## config.mk

```make
export PLATFORM = sky130hd
export DESIGN_NAME = lsu
export DESIGN_NICKNAME = d
export VERILOG_FILES = /design/src/rtl/lsu.sv
export SDC_FILE = /design/constraint.sdc
export NUM_CORES = 1
export LEC_CHECK = 0
export CAP_MARGIN = 0
export CORE_ASPECT_RATIO = 0.9
export CORE_MARGIN = 2
export CORE_UTILIZATION = 42
export DETAILED_ROUTE_END_ITERATION = 6
export HOLD_SLACK_MARGIN = 0.03
export PLACE_DENSITY = 0.86
export SETUP_SLACK_MARGIN = 0.2
export SLEW_MARGIN = 40
export SYNTH_ARGS = -nofsm -noshare
export SYNTH_HDL_FRONTEND = slang
export SYNTH_SLANG_ARGS = --single-unit
```

## constraint.sdc

```tcl
create_clock -name i_clk -period 2.75 [get_ports i_clk]
set_clock_uncertainty 0.1 [all_clocks]
set_input_delay 0.275 -clock i_clk [delete_from_list [all_inputs] [get_ports i_clk]]
set_output_delay 0.275 -clock i_clk [all_outputs]
set_load 0.05 [all_outputs]
```

## src/rtl/lsu.sv

```systemverilog
`default_nettype none
// ---------------------------------------------------------------------------
// lsu : multi-cycle RV32I load/store unit driving a valid/ready data bus
// Rev 1.0
// ---------------------------------------------------------------------------
module lsu #(
  parameter int ADDR_WIDTH = 32
) (
  input  logic                  i_clk,
  input  logic                  i_rst_n,
  input  logic                  i_req,
  input  logic                  i_we,
  input  logic [1:0]            i_size,
  input  logic                  i_sign_ext,
  input  logic [ADDR_WIDTH-1:0] i_addr,
  input  logic [31:0]           i_wdata,
  output logic                  o_stall,
  output logic [31:0]           o_rdata,
  output logic                  o_rvalid,
  output logic                  o_misaligned,
  output logic                  o_mem_valid,
  input  logic                  i_mem_ready,
  output logic [ADDR_WIDTH-1:0] o_mem_addr,
  output logic                  o_mem_we,
  output logic [3:0]            o_mem_be,
  output logic [31:0]           o_mem_wdata,
  input  logic                  i_mem_rvalid,
  input  logic [31:0]           i_mem_rdata
);

  typedef enum logic [1:0] {
    IDLE   = 2'd0,
    REQ    = 2'd1,
    WAIT_R = 2'd2,
    DONE   = 2'd3
  } state_e;

  state_e                state_q, state_d;
  logic [1:0]            size_q, size_d;
  logic                  sext_q, sext_d;
  logic [1:0]            off_q, off_d;
  logic                  mem_valid_q, mem_valid_d;
  logic                  mem_we_q, mem_we_d;
  logic [3:0]            mem_be_q, mem_be_d;
  logic [ADDR_WIDTH-1:0] mem_addr_q, mem_addr_d;
  logic [31:0]           mem_wdata_q, mem_wdata_d;
  logic [31:0]           rdata_q, rdata_d;
  logic                  rvalid_q, rvalid_d;
  logic                  misaligned_q, misaligned_d;

  logic                  w_misaligned;
  logic [3:0]            w_be;
  logic [31:0]           w_wdata;
  logic [31:0]           w_shifted;
  logic [31:0]           w_load;

  assign w_misaligned = (i_size == 2'b11)
                      | ((i_size == 2'b01) & i_addr[0])
                      | ((i_size == 2'b10) & (|i_addr[1:0]));

  // Store lane steering from the live request; it is captured on IDLE->REQ.
  always_comb begin
    w_be    = 4'b1111;
    w_wdata = i_wdata;
    case (i_size)
      2'b00: begin
        w_be    = 4'b0001 << i_addr[1:0];
        w_wdata = {4{i_wdata[7:0]}};
      end
      2'b01: begin
        w_be    = i_addr[1] ? 4'b1100 : 4'b0011;
        w_wdata = {2{i_wdata[15:0]}};
      end
      default: begin
        w_be    = 4'b1111;
        w_wdata = i_wdata;
      end
    endcase
  end

  assign w_shifted = i_mem_rdata >> {off_q, 3'b000};

  always_comb begin
    w_load = w_shifted;
    case (size_q)
      2'b00:   w_load = {{24{sext_q & w_shifted[7]}}, w_shifted[7:0]};
      2'b01:   w_load = {{16{sext_q & w_shifted[15]}}, w_shifted[15:0]};
      default: w_load = w_shifted;
    endcase
  end

  always_comb begin
    state_d      = state_q;
    size_d       = size_q;
    sext_d       = sext_q;
    off_d        = off_q;
    mem_valid_d  = mem_valid_q;
    mem_we_d     = mem_we_q;
    mem_be_d     = mem_be_q;
    mem_addr_d   = mem_addr_q;
    mem_wdata_d  = mem_wdata_q;
    rdata_d      = rdata_q;
    rvalid_d     = 1'b0;
    misaligned_d = 1'b0;
    case (state_q)
      IDLE: begin
        if (i_req) begin
          size_d = i_size;
          sext_d = i_sign_ext;
          off_d  = i_addr[1:0];
          if (w_misaligned) begin
            misaligned_d = 1'b1;
            state_d      = DONE;
          end else begin
            mem_valid_d = 1'b1;
            mem_we_d    = i_we;
            mem_be_d    = w_be;
            mem_addr_d  = {i_addr[ADDR_WIDTH-1:2], 2'b00};
            mem_wdata_d = w_wdata;
            state_d     = REQ;
          end
        end
      end
      REQ: begin
        if (i_mem_ready) begin
          mem_valid_d = 1'b0;
          state_d     = mem_we_q ? DONE : WAIT_R;
        end
      end
      WAIT_R: begin
        if (i_mem_rvalid) begin
          rdata_d  = w_load;
          rvalid_d = 1'b1;
          state_d  = DONE;
        end
      end
      default: state_d = IDLE;
    endcase
  end

  always_ff @(posedge i_clk) begin
    if (!i_rst_n) begin
      state_q      <= IDLE;
      size_q       <= 2'b00;
      sext_q       <= 1'b0;
      off_q        <= 2'b00;
      mem_valid_q  <= 1'b0;
      mem_we_q     <= 1'b0;
      mem_be_q     <= 4'b0000;
      mem_addr_q   <= '0;
      mem_wdata_q  <= 32'd0;
      rdata_q      <= 32'd0;
      rvalid_q     <= 1'b0;
      misaligned_q <= 1'b0;
    end else begin
      state_q      <= state_d;
      size_q       <= size_d;
      sext_q       <= sext_d;
      off_q        <= off_d;
      mem_valid_q  <= mem_valid_d;
      mem_we_q     <= mem_we_d;
      mem_be_q     <= mem_be_d;
      mem_addr_q   <= mem_addr_d;
      mem_wdata_q  <= mem_wdata_d;
      rdata_q      <= rdata_d;
      rvalid_q     <= rvalid_d;
      misaligned_q <= misaligned_d;
    end
  end

  assign o_stall      = i_req & (state_q != DONE);
  assign o_rdata      = rdata_q;
  assign o_rvalid     = rvalid_q;
  assign o_misaligned = misaligned_q;
  assign o_mem_valid  = mem_valid_q;
  assign o_mem_addr   = mem_addr_q;
  assign o_mem_we     = mem_we_q;
  assign o_mem_be     = mem_be_q;
  assign o_mem_wdata  = mem_wdata_q;

endmodule
`default_nettype wire

```

[Word level (Yosys, flattened, before mapping)]
Cells that the tools add are included.
Storage, ports and cells
  bits in registers: 109
  input bits: 105
  logic and storage cells: 61
Operators by class
  equal/unequal tests: 11
  shift operators: 2
  muxes and demuxes: 16
  bitwise operators: 8
  reductions and logical operators: 12
Operators by type and width (count)
  32-bit case mux with 2 select lines: 2
  32-bit by 5-bit right shift with 32-bit output: 1
  2-bit inequality test (second input constant): 5
  3-bit AND reduction: 3
  2-bit 2-to-1 mux: 4
  4-bit case mux with 2 select lines: 1
  2-bit by 1-bit equality test with 1-bit output (second input constant): 3
  2-bit equality test (second input constant): 3
  2-bit logical NOT: 3
  1-bit 2-to-1 mux: 6
  2-bit case mux with 3 select lines: 1
  2-bit AND reduction: 3
  1-bit bitwise AND: 5
  4-bit 2-to-1 mux: 1
  4-bit AND reduction: 1
  1-bit by 2-bit left shift with 4-bit output (first input constant): 1
  1-bit OR: 2
  1-bit case mux with 2 select lines: 1
  2-bit nonzero test: 1
  2-bit OR reduction: 1
  1-bit NOT: 1

[Logic depth before layout (Yosys ltp)]
  depth after elaboration: 7
  gate-level depth with buffers: 10
  depth with buffers taken out: 6

[Worst setup path before layout]
Ideal clock, no wire load.
  kind: register to register
  start point: reg state_q[0]
  end point: reg mem_addr_q[12], in the netlist o_mem_addr[12]
  library setup time: 0.070 ns
  arrival: 1.765 ns
  required time: 2.580 ns
  setup slack: 0.814 ns
  cell stages (with the launch flop): 10
  path buffers: 3
  cells stage by stage: dfxtp_1 inv_1 ha_1 buf_2 nand2_1 o21bai_1 buf_2 clkbuf_1 nand2_1 a21oi_1
Between the ends
  word-level cells in the longest chain between the ends: 2
RTL lines
  from (decl): RTL line 38  | state_e state_q, state_d;
  from (signal assigned): RTL line 156  | state_q <= state_d;
  2-bit logical NOT: RTL line 105  | case (state_q)
  3-bit AND reduction (no line)
  to (signal assigned): RTL line 163  | mem_addr_q <= mem_addr_d;
  to (decl): RTL line 45  | logic [ADDR_WIDTH-1:0] mem_addr_q, mem_addr_d;
Every way passes these cells.
A chain may end at the register's enable or synchronous reset.

[Final worst setup path]
  start point: in i_req
  end point: out o_stall
Between the ends
  word-level cells in the longest chain between the ends: 1
RTL lines
  from (decl): RTL line 11  | input logic i_req,
  1-bit bitwise AND: RTL line 171  | assign o_stall = i_req & (state_q != DONE);
  to (decl): RTL line 17  | output logic o_stall,
Every way passes these cells.

==> impl_metrics.env <==
export IMPL_fin_crit_ns=2.32
export IMPL_dp_hpwl_um=11200
export IMPL_drtAntennaViolNets=0
export IMPL_fp_coreArea_sq_um=11300
export IMPL_synthTopCellsByCount="135 x nand2_1, 109 x dfxtp_1, 72 x a21oi_1"
export IMPL_switching_share=0.388
export IMPL_portBuffers=207
export IMPL_dieHeight_um=106
export IMPL_synth_area_leaders="dfxtp_1 45%, nand2_1 10%, a21oi_1 7.4%"
export IMPL_worst_pin_slew_ns=0.638
export IMPL_synth_flop_cell="dfxtp_1"
export IMPL_p_comb_frac=0.403
export IMPL_outcome="complete, no violations"
export IMPL_yosysSeqAreaShare=0.451
export IMPL_place_congestion=0.856
export IMPL_antenna_cells=0
export IMPL_ir_drop_mv=0.527
export IMPL_fin_tns_setup_ns=0
export IMPL_synthArstFlopShare=0
export IMPL_fill_cells=911
export IMPL_required_ns=2.38
export IMPL_end_kind="output port"
export IMPL_power_density_nw_per_um2=736
export IMPL_p_int_mw=3.31
export IMPL_die_area_sq_um=12400
export IMPL_crit_fanout=7
export IMPL_clock_sinks=109
export IMPL_track_usage=0.247
export IMPL_cts_root_buf="clkbuf_16"
export IMPL_grt_pass1_vias=4862
export IMPL_synth_most_common_cell="nand2_1"
export IMPL_slew_viol_final=0
export IMPL_cts_setup_buffers=0
export IMPL_grt_max_degree=60
export IMPL_critPathLaunchType="input port"
export IMPL_fmax_mhz=431
export IMPL_hold_viol=0
export IMPL_vias_per_cell=5.40
export IMPL_synthDistinctLibCells=42
export IMPL_ys_warn_count=0
export IMPL_ys_ff_latch=109
export IMPL_synth_area_leader_cell="dfxtp_1"
export IMPL_cts_tree="built"
export IMPL_final_layout_size_suffix_gt1_frac=0.0655
export IMPL_whs_path_depth=2
export IMPL_dpl_cell_count=901
export IMPL_cts_path_max_buffers=2
export IMPL_setup_violations=0
export IMPL_holdWs_ns=0.356
export IMPL_slew_headroom=0.575
export IMPL_dp_slack_ns=0.290
export IMPL_min_from="o_mem_addr[16]"
export IMPL_grt_overflow=0
export IMPL_nets=867
export IMPL_seq_area_sq_um=2180
export IMPL_path_clk_slew_ns=0.07
export IMPL_rows=37
export IMPL_stdcell_count=919
export IMPL_antenna_found_initial=0
export IMPL_r2r_setup_slack_ns=0.45
export IMPL_grt_pass1_wl_um=23700
export IMPL_reg2reg_to="o_mem_wdata[15]"
export IMPL_hold_end="o_mem_addr[16]"
export IMPL_dr_total_vias=4964
export IMPL_syn_avg_cell_area_sq_um=8.49
export IMPL_htreeDepth=3
export IMPL_clockPowerShare=0.240
export IMPL_first_pass_iters=5
export IMPL_cap_violations=0
export IMPL_fin_crit_sh=0.843
export IMPL_seq_power_share=0.358
export IMPL_rr_worst_depth=7
export IMPL_total_leakage_power_nw=2.60
export IMPL_io_pins=210
export IMPL_crit_type="in -> out"
export IMPL_worstPathArrival_ns=1.94
export IMPL_area_growth_pct=52.0
export IMPL_drt_wirelength_per_cell_um=17.0
export IMPL_wl_um=15600
export IMPL_rsz0062_at_grt="false"
export IMPL_cts_buffers=9
export IMPL_hold_class="reg -> reg"
export IMPL_synth_edff_count=0
export IMPL_die_w_um=117
export IMPL_synth_top_area_frac=0.451
export IMPL_reg2reg_from="state_q[1]"
export IMPL_start_util=0.427
export IMPL_drc_errors=0
export IMPL_drt_first_iter_violations=410
export IMPL_clk_latency_ns=0.35
export IMPL_multiInputGateArea_sq_um=2420
export IMPL_worst_slack_ns=0.431
export IMPL_syn_area_sq_um=4840
export IMPL_synth_cells=570
export IMPL_switchingPower_mw=2.10
export IMPL_ctsResizeCount=0
[area by class of cell]
class / instances / share of cell area
Clock buffer: 10 / 0.0311
Clock inverter: 6 / 0.00868
Inverter: 10 / 0.00510
Multi-Input combinational cell: 406 / 0.330
Sequential cell: 109 / 0.297
Tap cell: 156 / 0.0265
Timing Repair Buffer: 222 / 0.302
[through the flow]
stage	utilization	power [mW]	cell area (sq um)
2_1_floorplan	-	3.36	4840
3_3_place_gp	0.621	4.05	7040
3_5_place_dp	0.621	4.12	7040
4_1_cts	0.647	5.40	7330
5_1_grt	0.648	5.65	7350
6_report	0.648	5.41	7350
[worst max-delay path, cell delays in order]
cell and delay, ns:
clkdlybuf4s50_1 0.60, inv_1 0.11, nor2_1 0.13, clkdlybuf4s50_1 0.82
[worst max path at each step]
stage,start,cells past startpoint,to,slack [ns]
finish,i_req,4,o_stall,0.43
global route,state_q[1],7,o_mem_wdata[15],0.24
CTS,state_q[1],7,o_mem_wdata[15],0.40
detailed placement,i_mem_rdata[31],5,o_rdata[17],0.29
global placement,i_mem_rdata[31],5,o_rdata[18],0.42
floorplan,state_q[0],9,o_mem_addr[12],0.81
[registers in the layout, summed over array words and instances, names as in the netlist]
| name | count |
|---|---|
| o_mem_wdata | 32 |
| o_rdata | 32 |
| o_mem_addr | 30 |
| o_mem_be | 4 |
| off_q | 2 |
| size_q | 2 |
| state_q | 2 |
| o_mem_valid | 1 |
| o_mem_we | 1 |
| o_misaligned | 1 |
| o_rvalid | 1 |
| sext_q | 1 |
[timing repair]
| action | in CTS | in global routing |
|---|---|---|
| hold buffers | 0 | 0 |
| endpoints found under the hold margin | 0 | 0 |
| endpoints found under the setup margin | 0 | 1 |
[layer usage]
layer	GRT usage	routed length (um)
met5	0	0
met4	0.118	517
met3	0.0914	1470
met2	0.412	7630
met1	0.276	5990
[cell usage in the layout (no fill, tap or decap), types with 3 or more instances in the layout]
cell type,count
a311oi_1,12
clkbuf_16,9
inv_1,9
buf_4,12
nand2_1,135
mux2_2,7
dfxtp_1,109
a21oi_1,72
o211ai_1,7
a22o_1,7
a211oi_1,9
o221a_1,16
nor2b_1,3
nor2_1,36
mux2i_1,31
nand3_1,6
and2_1,8
buf_12,3
clkdlybuf4s50_1,207
o21ai_0,28
ha_1,4
[power by group through the flow]
stage	clock network, mW	registers, mW	logic, mW
2_1_floorplan	0	2.56	0.799
3_3_place_gp	0	1.95	2.10
3_5_place_dp	0	1.97	2.15
4_1_cts	1.31	1.93	2.16
5_1_grt	1.37	1.96	2.32
6_report	1.30	1.93	2.18
[kinds of logic (layout without fill, tap and decap cells)]
kind of cell,after synthesis,in the layout,synth area share
DFF,109,109,0.451
other,1,2,0.000775
AOI/OAI and AO/OA,162,163,0.226
buffers and inverters,57,248,0.0551
and+or+nand+nor,196,196,0.167
adders and majority gates,4,4,0.0103
muxes,41,41,0.0897
(Power assumes the default switching activity.)
